**src/rtl/student_counter_pkg.sv**
```systemverilog
// student_counter_pkg: shared mode encoding and limits for the prescaled counter
// Contents:
//   cnt_mode_t  counter operation selected by the mode input
//   MAX_WIDTH   widest supported counter
package student_counter_pkg;
   typedef enum logic [1:0] {
      MODE_HOLD = 2'b00,
      MODE_UP   = 2'b01,
      MODE_DOWN = 2'b10,
      MODE_LOAD = 2'b11
   } cnt_mode_t;
   localparam int MAX_WIDTH = 32;
endpackage

```
**src/rtl/student_tick_gen.sv**
```systemverilog
// student_tick_gen: prescaler producing a one-cycle enable every DIV clocks
// Ports:
//   clk         system clock
//   clear_n     asynchronous active-low reset
//   sync_clear  synchronous prescaler clear
//   tick        high while the prescaler sits at DIV-1 (constantly high for DIV=1)
module student_tick_gen
   import student_counter_pkg::*;
#(
   parameter int DIV = 2
) (
   input  logic clk,
   input  logic clear_n,
   input  logic sync_clear,
   output logic tick
);
   localparam int PRE_W = $clog2(DIV > 1 ? DIV : 2);
   logic [PRE_W-1:0] pre_cnt_q, pre_cnt_d;
   assign tick = pre_cnt_q == PRE_W'(DIV - 1);
   always_comb pre_cnt_d = (sync_clear || tick) ? '0 : pre_cnt_q + 1'b1;
   always_ff @(posedge clk or negedge clear_n)
      if (!clear_n) pre_cnt_q <= '0;
      else          pre_cnt_q <= pre_cnt_d;
endmodule

```
**src/rtl/student_prescaled_counter.sv**
```systemverilog
// student_prescaled_counter: prescaled up/down/load counter with overflow/underflow pulse
// Ports:
//   clk         system clock
//   clear_n     asynchronous active-low reset
//   sync_clear  synchronous clear of counter, prescaler and terminal
//   mode        00 hold, 01 up, 10 down, 11 load
//   cct_input   load value
//   cct_output  registered count
//   tick        prescaler enable
//   terminal    one-cycle pulse on a step attempted at the count limit
// Build option: COUNTER_SATURATE_EN makes the count stick at its limits instead of wrapping.
module student_prescaled_counter
   import student_counter_pkg::*;
#(
   parameter int WIDTH = 8,
   parameter int DIV   = 2
) (
   input  logic             clk,
   input  logic             clear_n,
   input  logic             sync_clear,
   input  logic [1:0]       mode,
   input  logic [WIDTH-1:0] cct_input,
   output logic [WIDTH-1:0] cct_output,
   output logic             tick,
   output logic             terminal
);
`ifdef COUNTER_SATURATE_EN
   localparam bit SAT = 1'b1;
`else
   localparam bit SAT = 1'b0;
`endif
   cnt_mode_t m;
   logic [WIDTH-1:0] cnt_q, cnt_d;
   logic term_q, term_d, step, at_lim;
   assign m = cnt_mode_t'(mode);
   student_tick_gen #(.DIV(DIV)) u_tick (
      .clk       (clk),
      .clear_n   (clear_n),
      .sync_clear(sync_clear),
      .tick      (tick)
   );
   always_comb begin
      step   = tick && (m == MODE_UP || m == MODE_DOWN);
      // limit depends on direction: all-ones going up, zero going down
      at_lim = (m == MODE_UP) ? &cnt_q : cnt_q == '0;
      cnt_d  = sync_clear ? '0 :
               m == MODE_LOAD ? cct_input :
               (!step || (SAT && at_lim)) ? cnt_q :
               m == MODE_UP ? cnt_q + 1'b1 : cnt_q - 1'b1;
      term_d = !sync_clear && step && at_lim;
   end
   always_ff @(posedge clk or negedge clear_n)
      if (!clear_n) begin
         cnt_q  <= '0;
         term_q <= 1'b0;
      end else begin
         cnt_q  <= cnt_d;
         term_q <= term_d;
      end
   assign cct_output = cnt_q;
   assign terminal   = term_q;
endmodule
```
**config.mk**
```make
export PLATFORM = sky130hd
export DESIGN_NAME = student_prescaled_counter
export DESIGN_NICKNAME = d
export VERILOG_FILES = /design/src/rtl/student_counter_pkg.sv /design/src/rtl/student_tick_gen.sv /design/src/rtl/student_prescaled_counter.sv
export SDC_FILE = /design/constraint.sdc
export NUM_CORES = 1
export LEC_CHECK = 0
export CORE_MARGIN = 1.5
export CORE_UTILIZATION = 47
export CTS_CLUSTER_SIZE = 28
export DETAILED_ROUTE_END_ITERATION = 8
export HOLD_SLACK_MARGIN = 0.1
export PLACE_DENSITY = 0.85
export SYNTH_ARGS = -nofsm -noshare
export SYNTH_HDL_FRONTEND = slang
export SYNTH_SLANG_ARGS = --single-unit
```
**constraint.sdc**
```tcl
create_clock -name clk -period 2.01 [get_ports clk]
set_input_delay 0.402 -clock clk [delete_from_list [all_inputs] [get_ports clk]]
set_output_delay 0.402 -clock clk [all_outputs]
set_load 0.02 [all_outputs]
```
==> metrics.md, run 1 <==
| Metric | Value |
|---|---|
| Vias | 943 |
| Layout cells sized above 1 | 25.8% |
| CTS max path bufs | 2 |
| Gate power share | 47.5% |
| Largest net degree at the start of global routing | 15 |
| CORE AREA | 1730 um2 |
| Skew final | 0.00288 ns |
| Reg2Reg Depth | 5 |
| GP Congestion | 0.951 |
| Max Cap Violations | 0 |
| Rel. slew slack | 66.7% |
| RSZ-0062 raised after global routing | no |
| Fmax | 0.518 GHz |
| Clk pwr share | 22.9% |
| Worst EP required | 2.17 ns |
| Drt wl/cell | 16.8 um |
| Post-route ant nets | 0 |
| Fin crit share | 96.1% |
| Placed cell area | 1200 um2 |
| DIE AREA | 2130 um2 |
| Data arrival time of the worst path | 2.09 ns |
| Clk Latency, worst-skew pair | 0.27 ns |
| Total track usage | 27.7% |
| TritonCTS clock tree | yes |
| Chip height | 46.1 um |
| Fin. Hold Viols | 0 |
| Startpoint types | input port |
| Slew Viols, Final | 0 |
| Synth warn | 0 |
| Post-synthesis register bit count | 10 |
| Reg power frac | 29.7% |
| Hold slack | 0.456 ns |
| Post-synth EDFFs | 0 |
| Post-synth cell types | 38 |
| Post-Syn Instances | 94 |
| Post-Synth Adder-Cell Area | 15.2% |
| Compound-Gate Fraction of Synth Area | 21.1% |
| Synth area leader | dfrtp_1 |
| # fillers | 125 |
| Initial core utilization | 50.6% |
| Initial antenna violation count | 0 |
| Avg Inst Size Synth | 9.29 um2 |
| Final instance area | 1330 um2 |
| Most used DFF post-synth | dfrtp_1 |
| CP endpoint kind | register |
| Post-synth top area share | 28.7% |
| Status | complete, no violations |
| Syn-to-layout area delta | 51.7% |
| Routed WL | 2630 um |
| Critical path class | input port to register |
| Grt ovf | 0 |
| R2R Path End | cct_output[6]$_DFFE_PN0P_ |
| Switching Share | 35.8% |
| First-pass GRT wire length | 4070 um |
| Largest family of logic cells by synthesized area | compound AO/OA/AOI/OAI gates |
| Hold WC Path Type | input port to asynchronous set/reset pin |
| Worst R2R Setup Slack | 0.18 ns |
| Internal Power | 532 uW |
| Number of antenna diodes | 0 |
| CTS buffer count | 3 |
| Final Critical Period | 1.93 ns |
| Post-synthesis cell area | 873 um2 |
| Clock root buffer | clkbuf_4 |
| Sequential area share after synthesis | 28.7% |
| Leak | 0.000574 uW |
| HPWL Detailed | 1940 um |
| Setup-failing EPs final | 0 |
| Register area | 250 um2 |
| Area of the multi-input gates | 644 um2 |
| Sink Count | 10 |
| # DRC | 0 |
| PD cells | 626 nW/um2 |
| H-tree depth | 1 |
| Critical Path Fanout Max | 7 |
| Number of top-level pins | 23 |
| Die width | 46.1 um |
| Critical R2R Launch | cct_output[1]$_DFFE_PN0P_ |
| Synth Area in Simple Gates | 20.1% |
| Post-synthesis net count | 117 |
| Synth Area in XOR/XNOR | 5.01% |
| Post-synthesis mux area share | 5.87% |
| Vias in the first global route | 854 |
| Maximum vdd drop | 0.428 mV |
| Fraction of registers with async set or reset after synthesis | 100% |
| # rows | 15 |
| First drt pass iteration count | 4 |
| Drt via density | 6.01 |
| Clock transition at path regs | 0.07 ns |
| Drt initial violations | 63 |
| Worst-Margin Slew | 0.497 ns |
| Most area-consuming cells after synthesis | dfrtp_1 29%, ha_1 13%, xnor2_1 5.0% |
| Nets | 156 |
| Port-buffer cells | 22 |
| Sw Pwr | 297 uW |
## worst max-delay path: stages
cell	delay [ns]
clkdlybuf4s15_1	0.22
ha_4	0.16
clkinv_4	0.08
buf_4	0.14
ha_4	0.20
a211o_1	0.33
a21o_1	0.23
a211oi_2	0.21
o31ai_1	0.09
## cell type report
cell class | instances | share of cell area [%]
clock buffer | 4 | 2.74
inverter | 5 | 1.79
multi-input combinational | 75 | 48.6
sequential | 10 | 18.9
tap | 25 | 2.36
timing repair buffer | 38 | 25.6
## timing repair
| item | 4_1_cts | 5_1_grt |
|---|---|---|
| pin swaps | 12 | 5 |
| setup buffers | 3 | 1 |
| setup endpoints to repair | 5 | 4 |
| gates resized for setup | 9 | 5 |
| cloned | 0 | 0 |
| hold buffers | 0 | 0 |
## power by group through the flow
| stage | clock [uW] | combinational, uW | sequential, uW |
|---|---|---|---|
| floorplan | 0 | 186 | 264 |
| global placement | 0 | 334 | 246 |
| detailed placement | 0 | 348 | 246 |
| CTS | 190 | 381 | 244 |
| global route | 203 | 421 | 247 |
| finish | 190 | 394 | 246 |
## cells in the mapped netlist (all sizes together), types with 3 or more instances
| cell type | count |
|---|---|
| nor3 | 5 |
| xnor2 | 5 |
| a31oi | 3 |
| dfrtp | 10 |
| a21o | 4 |
| nor2 | 7 |
| nand2 | 5 |
| inv | 5 |
| a21oi | 3 |
| ha | 9 |
| mux2i | 4 |
| nor2b | 3 |
## stage by stage
stage / setup TNS [ns] / instances / setup WS [ns] / util [%] / total power [uW]
after floorplan: 0 / 94 / 0.0399 / - / 450
after global placement: -2.04 / 149 / -0.447 / 69.6 / 580
after detailed placement: -2.47 / 149 / -0.517 / 69.6 / 594
after CTS: 0 / 156 / 0.0415 / 75.7 / 815
after global routing: 0 / 157 / 0.0158 / 76.7 / 871
final: 0 / 157 / 0.0789 / 76.7 / 830
## routing by layer
layer | GRT usage (%) | vias to the layer above | wire length [um]
li1 | - | 428 | -
met1 | 35.8 | 464 | 1050
met2 | 47.8 | 40 | 1360
met3 | 3.53 | 11 | 140
met4 | 8.57 | 0 | 72
met5 | 0 | - | 0
## worst max-delay path by stage
| stage | start | to | slack (ns) | cells after the start |
|---|---|---|---|---|
| 4_1_cts | mode[1] | cct_output[6]$_DFFE_PN0P_ | 0.04 | 9 |
| 2_1_floorplan | mode[1] | cct_output[6]$_DFFE_PN0P_ | 0.04 | 8 |
| 3_3_place_gp | mode[1] | cct_output[7]$_DFFE_PN0P_ | -0.45 | 9 |
| 6_report | mode[0] | cct_output[7]$_DFFE_PN0P_ | 0.08 | 9 |
| 3_5_place_dp | mode[1] | cct_output[7]$_DFFE_PN0P_ | -0.52 | 9 |
| 5_1_grt | mode[0] | cct_output[6]$_DFFE_PN0P_ | 0.02 | 8 |
## flip-flops by register name (all words and copies together) (netlist names)
name	count
terminal	1
cct_output	8
u_tick.tick	1
## cells by family after synthesis
kind of cell / after synthesis
compound gates: 23
xor+xnor: 5
fa+ha+maj: 10
buf+inv: 9
flops: 10
mux: 5
simple gates: 32
## cells in the final DEF (no fill, tap or decap), types with 2 or more instances in the layout
cell type        synthesis  layout
nor3_1                   5       5
nor4_1                   2       2
xnor2_1                  5       5
a32oi_1                  2       2
a211o_1                  2       2
a31oi_1                  3       3
mux2i_1                  4       4
nor2_1                   7       7
a21oi_1                  2       2
nand2_1                  5       5
nor2b_1                  3       3
buf_4                    0      15
inv_1                    5       4
a211oi_2                 0       2
clkbuf_4                 0       3
clkdlybuf4s50_1          0      20
ha_1                     9       6
a21o_1                   3       3
dfrtp_1                 10      10
ha_4                     0       3
nand4_1                  2       2
(Power assumes the default switching activity.)
==> inputs of run 2 (changes only) <==
--- a/config.mk
+++ b/config.mk
@@ -5,8 +5,8 @@
 export SDC_FILE = /design/constraint.sdc
 export NUM_CORES = 1
 export LEC_CHECK = 0
-export CORE_MARGIN = 1.5
 export CORE_UTILIZATION = 47
+export CTS_CLUSTER_DIAMETER = 40
 export CTS_CLUSTER_SIZE = 28
 export DETAILED_ROUTE_END_ITERATION = 8
 export HOLD_SLACK_MARGIN = 0.1
==> metrics.md, run 2 (synthesis results as in run 1) <==
| Metric | Value |
|---|---|
| HPWL Detailed | 1950 um |
| Placed cell area | 1200 um2 |
| CP Buf/Inv Count | 3 |
| GP Congestion | 0.978 |
| Most frequent cells in the layout | 20 x clkdlybuf4s50_1, 16 x buf_4, 10 x dfrtp_1 |
| # rows | 15 |
| Startpoint types | input port |
| Status | complete, no violations |
| Drt initial violations | 44 |
| TNS Setup | 0 ns |
| Hold WC Path Type | input port to asynchronous set/reset pin |
| H-tree depth | 1 |
| Critical Path Fanout Max | 7 |
| Leak | 0.000569 uW |
| Worst path top cell family by delay | compound AO/OA/AOI/OAI gates |
| Vias in the first global route | 841 |
| Worst R2R Setup Slack | 0.17 ns |
| Fmax | 0.524 GHz |
| CORE AREA | 1730 um2 |
| First drt pass iteration count | 4 |
| Fin. Hold Viols | 0 |
| TritonCTS clock tree | yes |
| R2R Path End | cct_output[6]$_DFFE_PN0P_ |
| DIE AREA | 2030 um2 |
| Nets | 156 |
| Sink Count | 10 |
| Clk Latency, worst-skew pair | 0.27 ns |
| CTS buffer count | 3 |
| Clock transition at path regs | 0.07 ns |
| Final Critical Period | 1.91 ns |
| Clock root buffer | clkbuf_4 |
| CTS max path bufs | 2 |
| Place WS | -0.539 ns |
| Syn-to-layout area delta | 45.0% |
| Largest net degree at the start of global routing | 15 |
| Drt wl/cell | 15.8 um |
| Cts-stage hold buffer count | 0 |
| Crit path depth | 9 |
| Layout Utilization | 73.3% |
| Cells along the critical path | clkbuf_2 -> inv_1 -> ha_2 -> inv_4 -> fa_2 -> a21oi_2 -> o2111ai_2 -> xnor2_1 -> a2111oi_2 |
| Most common cell after layout, fill and taps aside | clkdlybuf4s50_1 |
| Chip height | 45.1 um |
| Layout cells sized above 1 | 24.2% |
| Post-route ant nets | 0 |
| Number of top-level pins | 23 |
| Rel. slew slack | 66.1% |
| Initial antenna violation count | 0 |
| Data arrival time of the worst path | 2.07 ns |
| Post-route setup slack | 0.101 ns |
| Maximum vdd drop | 0.467 mV |
| Crit-path max cell delay | 0.37 ns |
| Number of antenna diodes | 0 |
| Initial core utilization | 50.6% |
| Largest register FFs | 8 |
| Total track usage | 27.3% |
| CP endpoint kind | register |
| Port-buffer cells | 22 |
| Routed WL | 2470 um |
| Final instance area | 1270 um2 |
| Skew final | 0.00219 ns |
| Slowest-stage cell, CP | fa_2 |
| Critical path class | input port to register |
| Reg2Reg Depth | 5 |
| Grt ovf | 0 |
| Drt via density | 5.62 |
| First-pass GRT wire length | 3930 um |
| Fin crit share | 95.0% |
| Worst EP required | 2.17 ns |
| # fillers | 133 |
| Critical R2R Launch | cct_output[1]$_DFFE_PN0P_ |
| Die width | 45.1 um |
| Max Cap Violations | 0 |
| # DRC | 0 |
| Slew Viols, Final | 0 |
| Vias | 883 |
| Setup-failing EPs final | 0 |
| PD cells | 633 nW/um2 |
| Worst-Margin Slew | 0.507 ns |
-- run 2: routing by layer --
metal  share of wire (%)  up-vias  GRT usage [%]  wire (um)
met3                 3.4       13           2.80         85
met1                  43      414           36.9       1070
met2                  49       32           44.3       1220
met5                   0        -              0          0
li1                    -      424              -          -
met4                 3.7        0           11.5         91
-- run 2: timing repair --
action	CTS	global route
pin swaps	6	6
setup buffers	2	2
gates resized for setup	4	4
endpoints found under the setup margin	5	2
-- run 2: worst register-to-register path, stage by stage, from the launching register on --
cell and delay (ns):
dfrtp_1 0.47, fa_2 0.42, a21oi_2 0.18, o2111ai_2 0.15, xnor2_1 0.16, a2111oi_2 0.36
-- run 2: through the flow --
step | power, uW | cells | hold slack (ns)
2_1_floorplan | 450 | 94 | 0.106
3_3_place_gp | 580 | 149 | 0.453
3_5_place_dp | 595 | 149 | 0.458
4_1_cts | 793 | 155 | 0.469
5_1_grt | 848 | 157 | 0.488
6_report | 801 | 157 | 0.464
-- run 2: worst max-delay path by stage --
stage	slack [ns]	startpoint	to
floorplan	0.04	mode[1]	cct_output[6]$_DFFE_PN0P_
global placement	-0.45	mode[1]	cct_output[7]$_DFFE_PN0P_
detailed placement	-0.54	mode[0]	cct_output[6]$_DFFE_PN0P_
CTS	0.02	mode[1]	cct_output[6]$_DFFE_PN0P_
global route	-0.01	mode[1]	cct_output[6]$_DFFE_PN0P_
finish	0.10	mode[1]	cct_output[6]$_DFFE_PN0P_
-- run 2: final cells by class --
| type | instances | area (um2) | area share [%] |
|---|---|---|---|
| multi-input combinational | 75 | 597 | 47.1 |
| sequential | 10 | 250 | 19.8 |
| inverter | 5 | 21.3 | 1.68 |
| tap | 25 | 31.3 | 2.47 |
| timing repair buffer | 38 | 330 | 26.1 |
| clock buffer | 4 | 36.3 | 2.87 |
-- run 2: power by group --
group	leakage (uW)	total (uW)	internal [uW]	switching (uW)
registers	0.000133	244	218	26.4
logic	0.000415	367	190	177
clock network	0.0000210	190	110	79.9
==> variant 1, RTL diff (settings of run 1) <==
`SAT`: 1'b0 -> 1'b1.
--- a/src/rtl/student_prescaled_counter.sv
+++ b/src/rtl/student_prescaled_counter.sv
@@ -28,5 +28,5 @@
    localparam bit SAT = 1'b1;
 `else
-   localparam bit SAT = 1'b0;
+   localparam bit SAT = 1'b1;
 `endif
    cnt_mode_t m;
Behaviour: not the same (a bounded check fails within 4 cycles, from zero or initial values).
==> variant 1 against run 1 <==
- the flow now finishes with violations (negative setup slack)
- design area is 17% higher
- synthesized area grew 6.0%
- sequential cell count unchanged
- cell count grew 13%
- register-to-register slack got worse by 0.25 ns
- wire length increased by 37%
- critical path depth fell by 3
- setup slack got worse by 0.15 ns
Power is not compared: it rests on default switching activity, and its combinational part moved more than twofold at a synthesized area within 25%.
==> variant 1: results (changes against run 1) <==
[outcome]
status = finished with violations  ; was complete, no violations
violations = negative setup slack

[place]
gp_congestion = 0.911  ; was 0.951
dp_hpwl_um = 2160  ; was 1940 µm
place_inst = 172  ; was 149
placed_cell_area_mm2 = 0.00139  ; was 0.00120 mm²

[detailed_routing]
vias = 1115  ; was 943
wl_met1_um = 1430  ; was 1050 µm
via_per_inst = 6.26  ; was 6.01
drtIter0Drc = 56  ; was 63
met2_length_um = 1750  ; was 1360 µm
dr_wl_met3_um = 263  ; was 140 µm
wl_um = 3590  ; was 2630 µm

[power_and_ir_drop]
p_seq_uw = 322
p_clk_uw = 200

[timing]
slew_headroom = 0.659  ; was 0.667
finalSetupViolations = 8  ; was 0
fin_tns_setup_ns = -0.407  ; was 0 ns
clock_skew_ns = 0.00165  ; was 0.00288 ns
setup_ws_ns = -0.0689  ; was 0.0789 ns
hold_slack_ns = 0.445  ; was 0.456 ns

[clocking]
clockBufferDepth = 2  ; unchanged
clk_latency_ns = 0.29  ; was 0.27 ns

[global_routing]
use_met1 = 0.413  ; was 0.358
track_usage = 0.352  ; was 0.277
grt_max_degree = 11  ; was 15
grtUsageMet2 = 0.614  ; was 0.478
grt_first_pass_wirelength_um = 5350  ; was 4070 µm
grt_use_met3 = 0.0615  ; was 0.0353

[final_layout]
drive_above_1_share = 0.438  ; was 0.258
fillers = 81  ; was 125
nets = 177  ; was 156

[critical_path]
critPathArrivalTime_ns = 2.27  ; was 2.09 ns
timing.rr.end = cct_output[2]  ; was cct_output[6]
slowest_stage = or4_4  ; was a211o_1
r2r_start = cct_output[2]  ; was cct_output[1]
reg2reg_depth = 6  ; was 5

[synth]
synthTopCellsByArea = dfrtp_1 27%, ha_1 12%, a21oi_1 4.9%, nand2_1 3.6%, a22o_2 3.2%  ; was dfrtp_1 29%, ha_1 13%, xnor2_1 5.0%, mux2i_1 4.6%, nor2_1 3.0%
synthCells = 105  ; was 94
syn_nets = 128  ; was 117
ys_types = 42  ; was 38
synth_commonest_cells = 10 x dfrtp_1, 9 x a21oi_1, 9 x ha_1, 9 x nand2_1, 8 x nor2_1  ; was 10 x dfrtp_1, 9 x ha_1, 7 x nor2_1
ys_seq_area_frac = 0.270  ; was 0.287

-- variant 1: worst max-delay path, delay by kind of cell, from the launching register on --
kind,cells,cell delay [ns]
AOI/OAI and AO/OA,2,0.36
buffers and inverters,1,0.19
and+or+nand+nor,3,1.01
DFF,1,0.41
-- variant 1: cells by family after synthesis --
group                      after synthesis  synth area share
and+or+nand+nor                         41             0.251
AOI/OAI and AO/OA                       30             0.245
buffers and inverters                   10            0.0514
adders and majority gates               10             0.143
DFF                                     10             0.270
xor gates and xnor gates                 3            0.0284
muxes                                    1            0.0108
-- variant 1: per-stage QoR --
step | setup WS (ns) | utilization
finish | -0.0689 | 0.872
global route | -0.102 | 0.872
CTS | -0.0277 | 0.838
detailed placement | -0.628 | 0.782
global placement | -0.550 | 0.782
floorplan | -0.0290 | -
-- variant 1: layout make-up --
| class | instances | area (µm²) | share of cell area |
|---|---|---|---|
| Clock buffer | 4 | 36.3 | 0.0233 |
| Inverter | 5 | 26.3 | 0.0169 |
| Multi-Input combinational cell | 85 | 785 | 0.505 |
| Sequential cell | 10 | 253 | 0.163 |
| Tap cell | 25 | 31.3 | 0.0201 |
| Timing Repair Buffer | 49 | 423 | 0.272 |
-- variant 1: worst max-delay path by stage --
stage	startpoint	slack, ns	endpoint
6_report	cct_output[2]	-0.07	cct_output[2]
5_1_grt	cct_output[2]	-0.10	cct_output[2]
4_1_cts	cct_output[2]	-0.03	cct_output[4]
3_5_place_dp	mode[0]	-0.63	cct_output[7]
3_3_place_gp	mode[1]	-0.55	cct_output[4]
2_1_floorplan	mode[1]	-0.03	cct_output[7]
-- variant 1: repair_timing --
| item | 4_1_cts | 5_1_grt |
|---|---|---|
| setup endpoints to repair | 8 | 8 |
| gates resized for setup | 17 | 10 |
| pin swaps | 9 | 6 |
| cloned | 0 | 0 |
| setup buffers | 0 | 2 |
==> variant 2, RTL diff (settings of run 1) <==
Made on the original files. Put a register stage on the output `tick`, with the module's reset. The value now appears one clock later. The other outputs are not delayed to match.
--- a/src/rtl/student_prescaled_counter.sv
+++ b/src/rtl/student_prescaled_counter.sv
@@ -25,4 +25,6 @@
    output logic             terminal
 );
+
+   logic tick_d;
 `ifdef COUNTER_SATURATE_EN
    localparam bit SAT = 1'b1;
@@ -38,8 +40,8 @@
       .clear_n   (clear_n),
       .sync_clear(sync_clear),
-      .tick      (tick)
+      .tick      (tick_d)
    );
    always_comb begin
-      step   = tick && (m == MODE_UP || m == MODE_DOWN);
+      step   = tick_d && (m == MODE_UP || m == MODE_DOWN);
       // limit depends on direction: all-ones going up, zero going down
       at_lim = (m == MODE_UP) ? &cnt_q : cnt_q == '0;
@@ -60,3 +62,11 @@
    assign cct_output = cnt_q;
    assign terminal   = term_q;
+   always_ff @(posedge clk or negedge clear_n) begin
+      if (!clear_n) begin
+         tick <= '0;
+      end else begin
+         tick <= tick_d;
+      end
+   end
+
 endmodule
Function: changed (Yosys sat finds a counterexample within 4 cycles, from zero or initial values).
==> variant 2 against run 1 <==
- design area rose by 5.4%
- global-route usage decreased by 1.1 points
- synthesized cell count is 1.1% higher
- sequential cell count rose by 1
- sequential power rose by 10%
- power shrank 0.82%
- setup slack better by 0.068 ns
- synthesized area rose by 2.9%
- via count decreased by 3.5%
- die area is 2.7% higher
- wire length is 2.6% lower
- cell count is 2.5% higher
- critical endpoint is now cct_output[4]
- largest cell class unchanged
- highest routed layer unchanged
==> variant 2: results (changes against run 1) <==
[place]
dp_hpwl_um = 1920  ; was 1940 µm
gp_congestion = 0.956  ; was 0.951
placed_cell_area_mm2 = 0.00124  ; was 0.00120 mm²

[timing]
worst_pin_slew_ns = 0.530  ; was 0.497 ns

[global_routing]
grt_pass1_vias = 876  ; was 854
grt_first_pass_wirelength_um = 4020  ; was 4070 µm
grt_max_degree = 12  ; was 15
track_usage = 0.267  ; was 0.277

[power_and_ir_drop]
vdd_drop_max_uv = 414  ; was 428 µV
p_seq_uw = 271  ; was 246 µW
p_clk_frac = 0.183  ; was 0.229
p_leak_uw = 0.000597  ; was 0.000574 µW

[synth]
syn_nets = 118  ; was 117
ys_seq_area_frac = 0.306  ; was 0.287
synth_commonest_cells = 11 x dfrtp_1, 9 x ha_1, 7 x nor2_1  ; was 10 x dfrtp_1, 9 x ha_1, 7 x nor2_1

[critical_path]
cp_max_fo = 5  ; was 7
slowest_stage = ha_4  ; was a211o_1

[detailed_routing]
drtIter0Drc = 16  ; was 63
via_per_inst = 5.65  ; was 6.01

[outcome]
status = complete, no violations  ; unchanged

[clocking]
holdBufCountCts = 0  ; unchanged
cts_resized = 10  ; was 9
cts_setup_buffers = 4  ; was 3

[final_layout]
fillers = 127  ; was 125
drive_above_1_share = 0.294  ; was 0.258

[variant 2: critical path: cells and delay by family]
kind	cells	cell delay (ns)
compound gates	3	0.32
fa+ha+maj	2	0.43
buf+inv	6	0.64
mux	1	0.22
[variant 2: cells by family after synthesis]
| kind of cell | count (synthesis) | share of synthesized area |
|---|---|---|
| adder cells (fa/ha/maj) | 10 | 0.148 |
| buffers and inverters | 9 | 0.0404 |
| multiplexers | 5 | 0.0571 |
| AND/OR/NAND/NOR | 32 | 0.195 |
| flip-flops | 11 | 0.306 |
| AO/OA/AOI/OAI | 23 | 0.205 |
| XOR/XNOR | 5 | 0.0487 |
[variant 2: final cells by class]
cell class,instances,area share
tap,25,0.0224
multi-input combinational,75,0.483
timing repair buffer,41,0.262
clock buffer,4,0.0188
inverter,5,0.0170
sequential,11,0.197
[variant 2: worst max-delay path by stage]
stage / start / end / slack, ns
after detailed placement: mode[1] / cct_output[7] / -0.50
after CTS: mode[1] / cct_output[6] / 0.06
after floorplan: mode[1] / cct_output[6] / 0.04
after global routing: cct_output[1] / cct_output[6] / 0.05
final: mode[1] / cct_output[4] / 0.15
after global placement: mode[1] / cct_output[7] / -0.44
[variant 2: layer usage]
metal / up-vias / wire (µm) / GRT usage
li1: 432 / - / -
met1: 448 / 1120 / 0.343
met2: 26 / 1320 / 0.461
met3: 4 / 71 / 0.0157
met4: 0 / 45 / 0.117
met5: - / 0 / 0
[variant 2: through the flow]
step	total power [µW]	util	setup slack, ns	hold WS, ns	std cells
after floorplan	473	-	0.0399	0.106	95
after global placement	603	0.704	-0.441	0.405	152
after detailed placement	616	0.704	-0.503	0.416	152
after CTS	811	0.777	0.0572	0.433	160
after global routing	873	0.791	0.0461	0.447	161
final	823	0.791	0.147	0.432	161
